--- src/rtl/prio_enc_scan_pkg.sv ---
// Shared seven-segment constants for the board display blocks.
// Segments are active-low, bit 0 = a through bit 6 = g.
package prio_enc_scan_pkg;

    localparam logic [6:0] SEG_0     = 7'b1000000;
    localparam logic [6:0] SEG_1     = 7'b1111001;
    localparam logic [6:0] SEG_2     = 7'b0100100;
    localparam logic [6:0] SEG_3     = 7'b0110000;
    localparam logic [6:0] SEG_4     = 7'b0011001;
    localparam logic [6:0] SEG_5     = 7'b0010010;
    localparam logic [6:0] SEG_6     = 7'b0000010;
    localparam logic [6:0] SEG_7     = 7'b1111000;
    localparam logic [6:0] SEG_8     = 7'b0000000;
    localparam logic [6:0] SEG_9     = 7'b0010000;
    localparam logic [6:0] SEG_A     = 7'b0001000;
    localparam logic [6:0] SEG_B     = 7'b0000011;
    localparam logic [6:0] SEG_C     = 7'b1000110;
    localparam logic [6:0] SEG_D     = 7'b0100001;
    localparam logic [6:0] SEG_E     = 7'b0000110;
    localparam logic [6:0] SEG_F     = 7'b0001110;
    localparam logic [6:0] SEG_BLANK = 7'h7F;

endpackage

--- src/rtl/prio_enc_scan_seg7_hex.sv ---
// Combinational 4-bit to active-low seven-segment hex decoder.
// Zero latency; no flow control.
module seg7_hex
    import prio_enc_scan_pkg::*;
(
    input  logic [3:0] nib,
    output logic [6:0] seg
);

    always_comb begin
        seg = SEG_BLANK;
        case (nib)
            4'h0: seg = SEG_0;
            4'h1: seg = SEG_1;
            4'h2: seg = SEG_2;
            4'h3: seg = SEG_3;
            4'h4: seg = SEG_4;
            4'h5: seg = SEG_5;
            4'h6: seg = SEG_6;
            4'h7: seg = SEG_7;
            4'h8: seg = SEG_8;
            4'h9: seg = SEG_9;
            4'hA: seg = SEG_A;
            4'hB: seg = SEG_B;
            4'hC: seg = SEG_C;
            4'hD: seg = SEG_D;
            4'hE: seg = SEG_E;
            default: seg = SEG_F;
        endcase
    end

endmodule

--- src/rtl/prio_enc_scan.sv ---
// Registered priority encoder with change pulse, hold and scanned hex display.
// Latency: two cycles from x/en to idx/valid; no backpressure, hold freezes the result.
module prio_enc_scan
    import prio_enc_scan_pkg::*;
#(
    parameter int IN_W     = 16,
    parameter int DIGITS   = 2,
    parameter int SCAN_DIV = 1000,
    localparam int IDX_W   = $clog2(IN_W)
) (
    input  logic              clk,
    input  logic              rst_n,
    input  logic [IN_W-1:0]   x,
    input  logic              en,
    input  logic              hold,
    output logic [IDX_W-1:0]  idx,
    output logic              valid,
    output logic              changed,
    output logic [DIGITS-1:0] an,
    output logic [6:0]        seg
);

    localparam int CNT_W = (SCAN_DIV > 1) ? $clog2(SCAN_DIV) : 1;
    localparam int DIG_W = (DIGITS > 1) ? $clog2(DIGITS) : 1;
    localparam logic [DIGITS-1:0] AN_RST = ~DIGITS'(1);

    logic [IN_W-1:0]     x_q;
    logic                en_q;
    logic                v;
    logic [IDX_W-1:0]    i;
    logic [CNT_W-1:0]    cnt;
    logic [DIG_W-1:0]    dig;
    logic [DIGITS*4-1:0] idx_ext;
    logic [3:0]          nib;
    logic [6:0]          hex_seg;

    always_ff @(posedge clk or negedge rst_n) begin
        if (!rst_n) begin
            x_q  <= '0;
            en_q <= 1'b0;
        end else begin
            x_q  <= x;
            en_q <= en;
        end
    end

    // Ascending scan so the highest set bit wins.
    always_comb begin
        v = en_q && (x_q != '0);
        i = '0;
        if (v) begin
            for (int b = 0; b < IN_W; b++) begin
                if (x_q[b]) i = IDX_W'(b);
            end
        end
    end

    always_ff @(posedge clk or negedge rst_n) begin
        if (!rst_n) begin
            idx     <= '0;
            valid   <= 1'b0;
            changed <= 1'b0;
        end else if (hold) begin
            changed <= 1'b0;
        end else begin
            idx     <= i;
            valid   <= v;
            changed <= ({v, i} != {valid, idx});
        end
    end

    always_ff @(posedge clk or negedge rst_n) begin
        if (!rst_n) begin
            cnt <= '0;
            dig <= '0;
        end else if (cnt == CNT_W'(SCAN_DIV - 1)) begin
            cnt <= '0;
            dig <= (dig == DIG_W'(DIGITS - 1)) ? '0 : dig + 1'b1;
        end else begin
            cnt <= cnt + 1'b1;
        end
    end

    assign idx_ext = (DIGITS*4)'(idx);
    assign nib     = idx_ext[dig*4 +: 4];

    seg7_hex u_hex (
        .nib (nib),
        .seg (hex_seg)
    );

    // Digit select and segments come from the same digit index so they switch together.
    always_ff @(posedge clk or negedge rst_n) begin
        if (!rst_n) begin
            an  <= AN_RST;
            seg <= SEG_BLANK;
        end else begin
            an  <= ~(DIGITS'(1) << dig);
            seg <= valid ? hex_seg : SEG_BLANK;
        end
    end

endmodule

--- config.mk ---
export PLATFORM = sky130hd
export DESIGN_NAME = prio_enc_scan
export DESIGN_NICKNAME = d
export VERILOG_FILES = /design/src/rtl/prio_enc_scan_pkg.sv /design/src/rtl/prio_enc_scan_seg7_hex.sv /design/src/rtl/prio_enc_scan.sv
export SDC_FILE = /design/constraint.sdc
export NUM_CORES = 1
export LEC_CHECK = 0
export CAP_MARGIN = 40
export CORE_MARGIN = 8
export CORE_UTILIZATION = 40
export DETAILED_ROUTE_END_ITERATION = 6
export PLACE_DENSITY = 0.75
export SYNTH_ARGS = -nofsm -noshare
export SYNTH_HDL_FRONTEND = slang
export SYNTH_SLANG_ARGS = --single-unit
--- constraint.sdc ---
create_clock -name clk -period 2.05 [get_ports clk]
set_clock_uncertainty 0.2 [all_clocks]
set_input_delay 0.41 -clock clk [delete_from_list [all_inputs] [get_ports clk]]
set_output_delay 0.41 -clock clk [all_outputs]
set_load 0.005 [all_outputs]
==> impl_metrics.env <==
export IMPL_status="complete, but fails checks"
export IMPL_violations="setup timing"
export IMPL_dp_cells=298
export IMPL_yosys_warnings=0
export IMPL_gr_usage_all_layers=0.120
export IMPL_tightestPinTransition_ps=403
export IMPL_cts_tree="done"
export IMPL_synth_main_ff_cell="dfrtp_1"
export IMPL_nets=274
export IMPL_critPathLaunchType="flip-flop"
export IMPL_drive_gt1_frac=0.202
export IMPL_rsz0062_at_grt="true"
export IMPL_power_frac_seq=0.543
export IMPL_hold_viol=0
export IMPL_maxCapViolCount=0
export IMPL_dr_pass1_iters=4
export IMPL_via_per_inst=4.92
export IMPL_ctsRootBufferMaster="clkbuf_8"
export IMPL_synth_nets=213
export IMPL_drcViolationCount=0
export IMPL_setup_violations=1
export IMPL_timing_worst_setup_path_type="reg2reg"
export IMPL_seq_area_um2=1090
export IMPL_critPathMaxFanout=3
export IMPL_intPower_uw=1300
export IMPL_fillers=412
export IMPL_setup_slack_ps=-42.0
export IMPL_core_area_um2=4720
export IMPL_fmax_ghz=0.478
export IMPL_synth_distinct_cells=41
export IMPL_die_area_um2=7390
export IMPL_cts_buffers=5
export IMPL_irDropWorstVdd_mv=0.456
export IMPL_synthesis_area_um2=1960
export IMPL_fp_row_count=25
export IMPL_max_slew_margin_rel=0.731
export IMPL_routed_wl_mm=4.10
export IMPL_clkSinkCount=43
export IMPL_critPathArrivalTime_ps=2060
export IMPL_power_share_clock=0.295
export IMPL_syn2layout_area_growth_pct=34.9
export IMPL_holdWs_ps=273
export IMPL_dp_hpwl_mm=2.93
export IMPL_cts_buffer_depth=2
export IMPL_die_h_um=86.0
export IMPL_synth_edff_count=0
export IMPL_ios=35
export IMPL_vias=1549
export IMPL_avgSynthCellArea_um2=10.5
export IMPL_powerDensity_nw_per_um2=657
export IMPL_p_sw_uw=441
export IMPL_synth_seq_area_share=0.555
export IMPL_wire_per_inst_um=13.0
export IMPL_comb_power_share=0.162
export IMPL_antenna_left=0
export IMPL_grt_max_degree=18
export IMPL_hold_class="reg2reg"
export IMPL_clk_latency_ps=290
export IMPL_final_cells=315
export IMPL_post_route_period_util=1.02
export IMPL_n_antenna_cell=0
export IMPL_multi_input_area_um2=822
export IMPL_cts_max_level=2
export IMPL_gp_congestion=0.899
export IMPL_grt_overflow_total=0
export IMPL_p_leak_uw=0.00110
export IMPL_antenna_found_initial=0
export IMPL_power_uw=1740
export IMPL_ys_ff_latch=43
export IMPL_switching_share=0.254
export IMPL_syn_inst=186
export IMPL_postSynth_asyncResetShare=1.00
export IMPL_start_util=0.415
export IMPL_grt_pass1_vias=1522
export IMPL_endpoint_kind="flip-flop"
export IMPL_drt_iter0_drc=75
export IMPL_cp_required_ps=2020
export IMPL_numPortBuffers=34
export IMPL_min_period_ps=2090
export IMPL_grt_pass1_wl_mm=7.08
export IMPL_dieWidth_um=86.0
export IMPL_slew_viol_final=0
export IMPL_clkSlewWorstSetupHoldPaths_ps=80
export IMPL_ff2ff_setup_slack_ps=-40
## registers in the layout, summed over array words and instances (netlist names)
register and count:
idx 4, dig 1, x_q 16, changed 1, seg 7, en_q 1
valid 1, cnt 10, an 2
## timing repair
action,4_1_cts,5_1_grt
hold endpoints to repair,15,0
hold buffers,1,0
pin swaps,5,3
gates resized for setup,7,2
endpoints found under the setup margin,2,3
setup buffers,7,1
## worst max-delay path: stages, from the launching register on
cell     delay, ps
dfrtp_1        410
nor4_4         330
nand4_1        180
and2_4         190
or4_4          430
a21oi_2        130
a41oi_1        100
## Yosys cell counts (2+ instances only)
cell type	count	area (µm²)
or4_1	2	15.0
dfstp_2	8	210
o211ai_1	2	15.0
nand2_1	28	105
nor3_1	4	20.0
o31ai_1	2	15.0
inv_1	11	41.3
nor2b_1	2	12.5
dfrtp_1	35	876
o21ai_0	17	85.1
ha_1	7	87.6
a21oi_1	8	40.0
a41oi_1	2	17.5
o311ai_0	2	17.5
xor2_1	4	35.0
nor2_1	12	45.0
xnor2_1	5	43.8
nand4_1	2	12.5
nor4_1	4	25.0
nand3_1	8	40.0
## layer usage
metal  global-route usage  routed length (µm)
met3               0.0353                 305
met5                    0                   0
met1                0.146                1800
met4               0.0701                 121
met2                0.185                1870
## layout make-up
| type | count | area share |
|---|---|---|
| clock buffer | 6 | 0.0275 |
| clock inverter | 2 | 0.00474 |
| inverter | 12 | 0.0171 |
| multi-input combinational | 127 | 0.311 |
| sequential | 43 | 0.412 |
| tap | 67 | 0.0317 |
| timing repair buffer | 58 | 0.196 |
## worst paths after layout
kind / start / endpoint / depth (start not counted)
max in group asynchronous: rst_n / seg[6] / 3
worst min register to register: cnt[0] / cnt[0] / 1
min in group asynchronous: rst_n / idx[0] / 2
worst max register to register: x_q[13] / changed / 6
worst max-delay path: x_q[13] / changed / 6
worst min-delay path: cnt[0] / cnt[0] / 1
## cells in the final DEF, fill, tap and decap left out, types with 4 or more instances in the layout
cell type,n
xnor2_1,5
nand2_1,27
ha_1,7
nor3_1,4
clkdlybuf4s50_1,33
inv_1,11
nor2_1,12
dfstp_2,8
a21oi_1,7
buf_4,23
clkbuf_8,5
o21ai_0,16
xor2_1,4
dfrtp_1,34
nand3_1,8
## kinds of logic after synthesis
group / count (synthesis) / synth area share
flip-flops: 43 / 0.555
XOR/XNOR: 9 / 0.0403
AO/OA/AOI/OAI: 39 / 0.124
AND/OR/NAND/NOR: 70 / 0.183
multiplexers: 2 / 0.0109
buffers and inverters: 16 / 0.0422
adder cells (fa/ha/maj): 7 / 0.0447
## power groups by stage
stage | clock network [µW] | registers [µW] | logic [µW]
2_1_floorplan | 0 | 956 | 113
3_3_place_gp | 0 | 953 | 265
3_5_place_dp | 0 | 954 | 269
4_1_cts | 533 | 942 | 281
5_1_grt | 563 | 949 | 315
6_report | 513 | 942 | 282
## metrics by stage
| step | setup TNS (ps) | setup WS, ps | util | area [µm²] |
|---|---|---|---|---|
| floorplan | 0 | 44.7 | - | 1960 |
| global placement | -24.2 | -24.2 | 0.519 | 2450 |
| detailed placement | -60.6 | -60.6 | 0.519 | 2450 |
| CTS | -13.1 | -13.1 | 0.557 | 2630 |
| global route | -154 | -154 | 0.559 | 2640 |
| finish | -42.0 | -42.0 | 0.559 | 2640 |
Power figures use the tool's default switching activity.
